[src/rtl/sum_capture_pkg.sv]
// Shared constants, FIFO operation encoding and level-next helper for the sum capture FIFO.
// Optional accumulator is enabled with macro SUM_CAPTURE_ACC_EN.
package sum_capture_pkg;

    localparam int unsigned SUM_DW    = 4;
    localparam int unsigned SUM_DEPTH = 4;
    localparam int unsigned ACC_W     = 8;

    typedef enum logic [1:0] {
        OP_IDLE = 2'b00,
        OP_POP  = 2'b01,
        OP_PUSH = 2'b10,
        OP_BOTH = 2'b11
    } fifo_op_e;

    function automatic int unsigned level_next(input int unsigned lvl,
                                               input logic push,
                                               input logic pop);
        fifo_op_e op;
        op = fifo_op_e'({push, pop});
        case (op)
            OP_PUSH: level_next = lvl + 1;
            OP_POP:  level_next = lvl - 1;
            default: level_next = lvl;
        endcase
    endfunction

endpackage

[src/rtl/sum_capture_mem.sv]
// DEPTH x DW sample storage: one synchronous write port, one asynchronous read port, no reset.
module sum_capture_mem
    import sum_capture_pkg::*;
#(
    parameter int unsigned DW    = SUM_DW,
    parameter int unsigned DEPTH = SUM_DEPTH,
    parameter int unsigned AW    = $clog2(DEPTH)
) (
    input  logic          clk,
    input  logic          we,
    input  logic [AW-1:0] waddr,
    input  logic [DW-1:0] wdata,
    input  logic [AW-1:0] raddr,
    output logic [DW-1:0] rdata
);

    logic [DW-1:0] mem [DEPTH];

    always_ff @(posedge clk) begin
        if (we) begin
            mem[waddr] <= wdata;
        end
    end

    assign rdata = mem[raddr];

endmodule

[src/rtl/sum_capture_fifo.sv]
// Captures adder sums into a first-word fall-through FIFO with valid/ready output and sticky overflow.
// Define SUM_CAPTURE_ACC_EN to add the running sum of popped samples on port acc.
module sum_capture_fifo
    import sum_capture_pkg::*;
#(
    parameter int unsigned DW    = SUM_DW,
    parameter int unsigned DEPTH = SUM_DEPTH,
    parameter int unsigned AW    = $clog2(DEPTH)
) (
    input  logic          clk,
    input  logic          rst,
    input  logic [DW-1:0] in_data,
    input  logic          in_vld,
    input  logic          ovf_clr,
    output logic [DW-1:0] out_data,
    output logic          out_vld,
    input  logic          out_rdy,
    output logic          ovf,
    output logic [AW:0]   level
`ifdef SUM_CAPTURE_ACC_EN
    ,
    output logic [ACC_W-1:0] acc
`endif
);

    localparam int unsigned LW = AW + 1;

    logic [AW-1:0] wr_ptr;
    logic [AW-1:0] rd_ptr;
    logic [DW-1:0] rdata;
    logic          full;
    logic          empty;
    logic          push;
    logic          pop;

    assign full    = (level == LW'(DEPTH));
    assign empty   = (level == '0);
    assign out_vld = !empty;
    assign pop     = out_vld && out_rdy;
    // A full FIFO still accepts a push when the head leaves on the same edge.
    assign push    = in_vld && (!full || pop);

    assign out_data = empty ? '0 : rdata;

    sum_capture_mem #(
        .DW    (DW),
        .DEPTH (DEPTH),
        .AW    (AW)
    ) u_mem (
        .clk   (clk),
        .we    (push),
        .waddr (wr_ptr),
        .wdata (in_data),
        .raddr (rd_ptr),
        .rdata (rdata)
    );

    always_ff @(posedge clk) begin
        if (!rst) begin
            wr_ptr <= '0;
            rd_ptr <= '0;
            level  <= '0;
        end else begin
            if (push) begin
                wr_ptr <= wr_ptr + 1'b1;
            end
            if (pop) begin
                rd_ptr <= rd_ptr + 1'b1;
            end
            level <= LW'(level_next(32'(level), push, pop));
        end
    end

    // A fresh drop in the clear cycle keeps the flag set.
    always_ff @(posedge clk) begin
        if (!rst) begin
            ovf <= 1'b0;
        end else if (in_vld && full && !pop) begin
            ovf <= 1'b1;
        end else if (ovf_clr) begin
            ovf <= 1'b0;
        end
    end

`ifdef SUM_CAPTURE_ACC_EN
    always_ff @(posedge clk) begin
        if (!rst) begin
            acc <= '0;
        end else if (pop) begin
            acc <= acc + ACC_W'(out_data);
        end
    end
`endif

endmodule

[config.mk]
export PLATFORM = sky130hd
export DESIGN_NAME = sum_capture_fifo
export DESIGN_NICKNAME = d
export VERILOG_FILES = /design/src/rtl/sum_capture_pkg.sv /design/src/rtl/sum_capture_mem.sv /design/src/rtl/sum_capture_fifo.sv
export SDC_FILE = /design/constraint.sdc
export NUM_CORES = 1
export LEC_CHECK = 0
export ABC_AREA = 1
export BUFFER_PORTS_ARGS = -buffer_cell sky130_fd_sc_hd__buf_2
export CAP_MARGIN = 40
export CORE_AREA = 3 3 53 55
export DETAILED_ROUTE_END_ITERATION = 7
export DIE_AREA = 0 0 56 58
export PLACE_DENSITY_LB_ADDON = 0.1
export SLEW_MARGIN = 5
export SYNTH_ARGS = -nofsm -noshare
export SYNTH_HDL_FRONTEND = slang
export SYNTH_SLANG_ARGS = --single-unit
[constraint.sdc]
create_clock -name clk -period 1.55 [get_ports clk]
set_input_delay 0.155 -clock clk [delete_from_list [all_inputs] [get_ports clk]]
set_output_delay 0.155 -clock clk [all_outputs]
set_load 0.01 [all_outputs]
==> run summary <==
The number of antenna violations at the first check in global routing is 0. The count of antenna diodes in the layout came out at 0. The overflow left after global routing came out at 0. The clock period minus worst slack is 1.57 ns. The gate count of the mapped netlist came out at 120. The count of boundary I/O pins came out at 18. The power density of the placed cells came out at about 1200 nW/um2. The total nets after synthesis is about 130. The worst setup slack after layout came out at -0.0220 ns. STA classifies the critical path startpoint as a flop. Net switching is 33.0% of the power. The delay of the slowest cell on the worst path came out at approximately 0.38 ns. The detail route stage leaves a number of antenna-violating nets equal to 0. The filler cell count came out at 227. The number of placement rows is 18.

The worst hold slack after final layout came out at 0.0531 ns. The slack of the worst reg-to-reg path is -0.02 ns. The sequential share of the synthesized area came out at 58.1%. Setup repair after global routing could not meet its margin everywhere.

Between clock sinks in the finished design, the worst skew comes to 0.00322 ns. The number of different library cells used by synthesis comes to 19. The total routing resource utilization after global routing is 14.6%. The synthesized netlist devotes 19.1% of its cell area to simple gates.

The area fraction in compound gates after synthesis is a little under a tenth. Cell internal power was estimated by the tool at ~1.1 mW. The flow ran to the end, but the final reports show violations. In this run the clock root is driven by a clkbuf_4. The share of synthesized cell area in full adder, half adder and majority cells is 5.98%. Of the post-synthesis cell area, the part taken by muxes is 0%. After clock tree synthesis, the clock-pin slew on the worst setup and hold paths is 0.13 ns. The number of violations of the max-capacitance limit came out at 0. The final clock period utilization by the worst path is 101%. Per report_power, the combinational group accounts for 34.3% of the total.

The capturing element type of the critical path is a flop. The first-pass GRT wire length came out at 3550 um. In the final routed layout, each cell accounts on average for 12.6 um.

In this run the biggest area consumer among cell types represents 41.0% of the synthesized area. The net switching component of the power came out at 0.566 mW. For the pin with the worst max-slew slack, the measured transition is slightly below 0.4 ns. The number of sinks handled by clock tree synthesis is 26. The core box area came out at around 2400 um2. The later pin in the worst-skew pair is clocked with a latency of 0.31 ns. The count of H-tree levels built during CTS is 1.

The overall routed net length is 2290 um. No sink is reached through more buffers than the 2 on the longest clock path. The critical path class is reg -> reg.

Traced cell by cell, the critical path runs through nor2_4 > nand2_4 > nand2_4 > inv_4 > nand2_4 > fa_2 > inv_2 > nand4_1 > nand3_1 > nand2_1 > nor2_1. The worst register-to-register path begins at level[0]. The leakage component of the power came out at 0.633 nW. The multi-input gate area in the final layout is approximately 430 um2.

The post-detailed-placement half-perimeter wirelength came out at 1570 um. The die covers 3250 um2. The proportion of layout cells with a drive suffix above 1 is 35.5%. Compared with the post-synthesis result, the final layout area differs by 23.2%. The most used flip-flop cell after synthesis is edfxtp_1.

The total via count in the routed design is 879. The async set-or-reset flop fraction in the synthesized netlist came out at 0%. The number of nets in the layout came out at 167. In this run the tightest slew margin relative to its limit is 73.5%. The source of the critical timing path is level[0]. The arrival time of data at the critical path endpoint is 1.83 ns. The clock buffer count from CTS came out at 3. The final-report max-slew violation count is 0. The clock share of power came out at 16.2%. The number of hold-repair buffers added at the cts stage is 0. The final reports fail on negative setup slack.

The number of setup violations in the final report came out at 1. Of all nets on the critical path, the largest fanout is 3. The xor and xnor area share after synthesis came out at 0.747%. The worst reg-to-reg path cell count came out at 11. The min-delay analysis places its worst path in the category in -> reg. The synthesis-stage register bit count is 26.

The largest net degree at the start of global routing is 15. The placement-stage worst setup slack came out at -0.0329 ns. The floorplan step set the die width to 56 um. The count of yosys warnings during synthesis came out at 0.

A synthesized cell averages 9.77 um2. The DRC violation count after routing is 0. At the end of routability-driven placement, the weighted congestion stood at approximately 0.78.

The number of buffers inserted by port buffering is 17. After synthesis the cells add up to 1170 um2. The mean number of vias per cell came out at 4.83. The cell type with the highest aggregate area in the netlist is edfxtp_1.

The path with the worst hold slack has its endpoint at u_mem.mem[3][3]. The die outline height is around 58 um. The maximum vdd drop came out at 0.000719 V. The worst register-to-register path ends at level[2]. The maximum achievable frequency is between 600 and 700 MHz. The pre-antenna-repair detailed-routing pass consisted of 4 iterations. Yosys attributes the largest share of cell area to edfxtp_1, dfxtp_1, nor2_1, inv_1, a21oi_1. The final count of hold timing violations was 0.

The most frequent cell on the critical path is nand2_4. The part of the total power dissipated in sequential elements is 49.5%. The count of flip-flops with a built-in enable after synthesis is 16. The number of global-route vias before repair came out at between 700 and 800.

The starting density of the core is 48.2%. The cell with the biggest individual delay on the critical path is dfxtp_2. TritonCTS built the clock tree. The main combinational cell family by area after synthesis is simple AND/OR/NAND/NOR gates. The worst endpoint required time came out at 1.80 ns. The area of all sequential standard cells came out at 692 um2. The hold path startpoint is in_data[3]. Along the worst hold path, the cell count comes to 1. Among all cell types in the netlist, the one instantiated most often is nor2_1. The number of DRC markers after the initial detailed-route iteration came out at 40. Ranked by instance count, the synthesized netlist is headed by nor2_1, inv_1, edfxtp_1.
-- routing by layer --
layer,part of all wire (%),global-route usage [%]
met1,43,18.8
met4,1.7,8.47
met2,50,23.5
met3,4.9,2.23
met5,0,0
-- final cells by class --
cell class / count / share of cell area, %
inverter: 19 / 5.55
timing repair buffer: 29 / 12.4
tap: 30 / 2.60
multi-input combinational: 74 / 29.7
clock buffer: 3 / 1.56
sequential: 26 / 47.9
clock inverter: 1 / 0.260
-- power by group through the flow --
stage	Combinational, mW	Sequential, mW	Clock [mW]
3_5_place_dp	0.475	0.864	0
4_1_cts	0.504	0.846	0.288
3_3_place_gp	0.471	0.861	0
5_1_grt	0.649	0.856	0.333
6_report	0.588	0.848	0.278
2_1_floorplan	0.305	0.858	0
-- state kept, by name (all words and copies together), names as in the netlist, named ones only --
| register | count |
|---|---|
| rd_ptr | 2 |
| u_mem.mem | 16 |
| level | 3 |
| ovf | 1 |
| wr_ptr | 2 |
-- metrics by stage --
step           total power [mW]  area, um2  utilization [%]  setup TNS (ns)  instances
2_1_floorplan              1.16       1180                -               0        120
3_3_place_gp               1.33       1330             54.7               0        171
3_5_place_dp               1.34       1330             54.7         -0.0329        171
4_1_cts                    1.64       1380             56.6               0        177
5_1_grt                    1.84       1440             59.4          -0.258        182
6_report                   1.71       1440             59.4         -0.0220        182
-- what timing repair did --
action | 4_1_cts | 5_1_grt
setup buffers | 2 | 5
endpoints found under the setup margin | 5 | 6
gates cloned | 0 | 0
resized for setup | 4 | 19
pin swaps | 1 | 12
-- cells by family after synthesis --
kind of cell             after synthesis
AND/OR/NAND/NOR                       46
AO/OA/AOI/OAI                         22
buffers and inverters                 20
XOR/XNOR                               1
adder cells (fa/ha/maj)                5
flip-flops                            26
-- worst max path at each step --
stage                  end  slack, ns
3_5_place_dp      level[2]      -0.03
6_report          level[2]      -0.02
2_1_floorplan     level[2]       0.02
5_1_grt        out_data[2]      -0.12
3_3_place_gp      level[2]       0.05
4_1_cts           level[1]      0.009
-- worst max-delay path: cells and delay by family, from the launching register on --
| family | cells | cell delay [ns] |
|---|---|---|
| adder cells (fa/ha/maj) | 1 | 0.37 |
| flip-flops | 1 | 0.38 |
| AND/OR/NAND/NOR | 8 | 0.62 |
| buffers and inverters | 2 | 0.12 |
-- cell usage in the layout (no fill, tap or decap) --
cell        synthesis  layout
nor2_1             25      23
buf_2               1      17
edfxtp_1           16      16
inv_1              17      12
buf_4               0      11
a21oi_1            11      10
o21ai_1             0       7
nand2_1             7       7
nand3_1             5       5
dfxtp_1            10       5
inv_2               1       4
o21ai_0            11       4
ha_1                4       4
nand2_4             3       3
nand4_1             3       3
clkbuf_4            0       3
dfxtp_2             0       3
nor2_4              1       2
inv_4               1       2
dfxtp_4             0       2
clkinvlp_4          0       1
nor2_2              0       1
nand2_2             1       1
and2_4              1       1
a21oi_2             0       1
xor2_1              1       1
fa_2                0       1
clkinv_1            0       1
buf_6               0       1
Power figures use the tool's default switching activity.
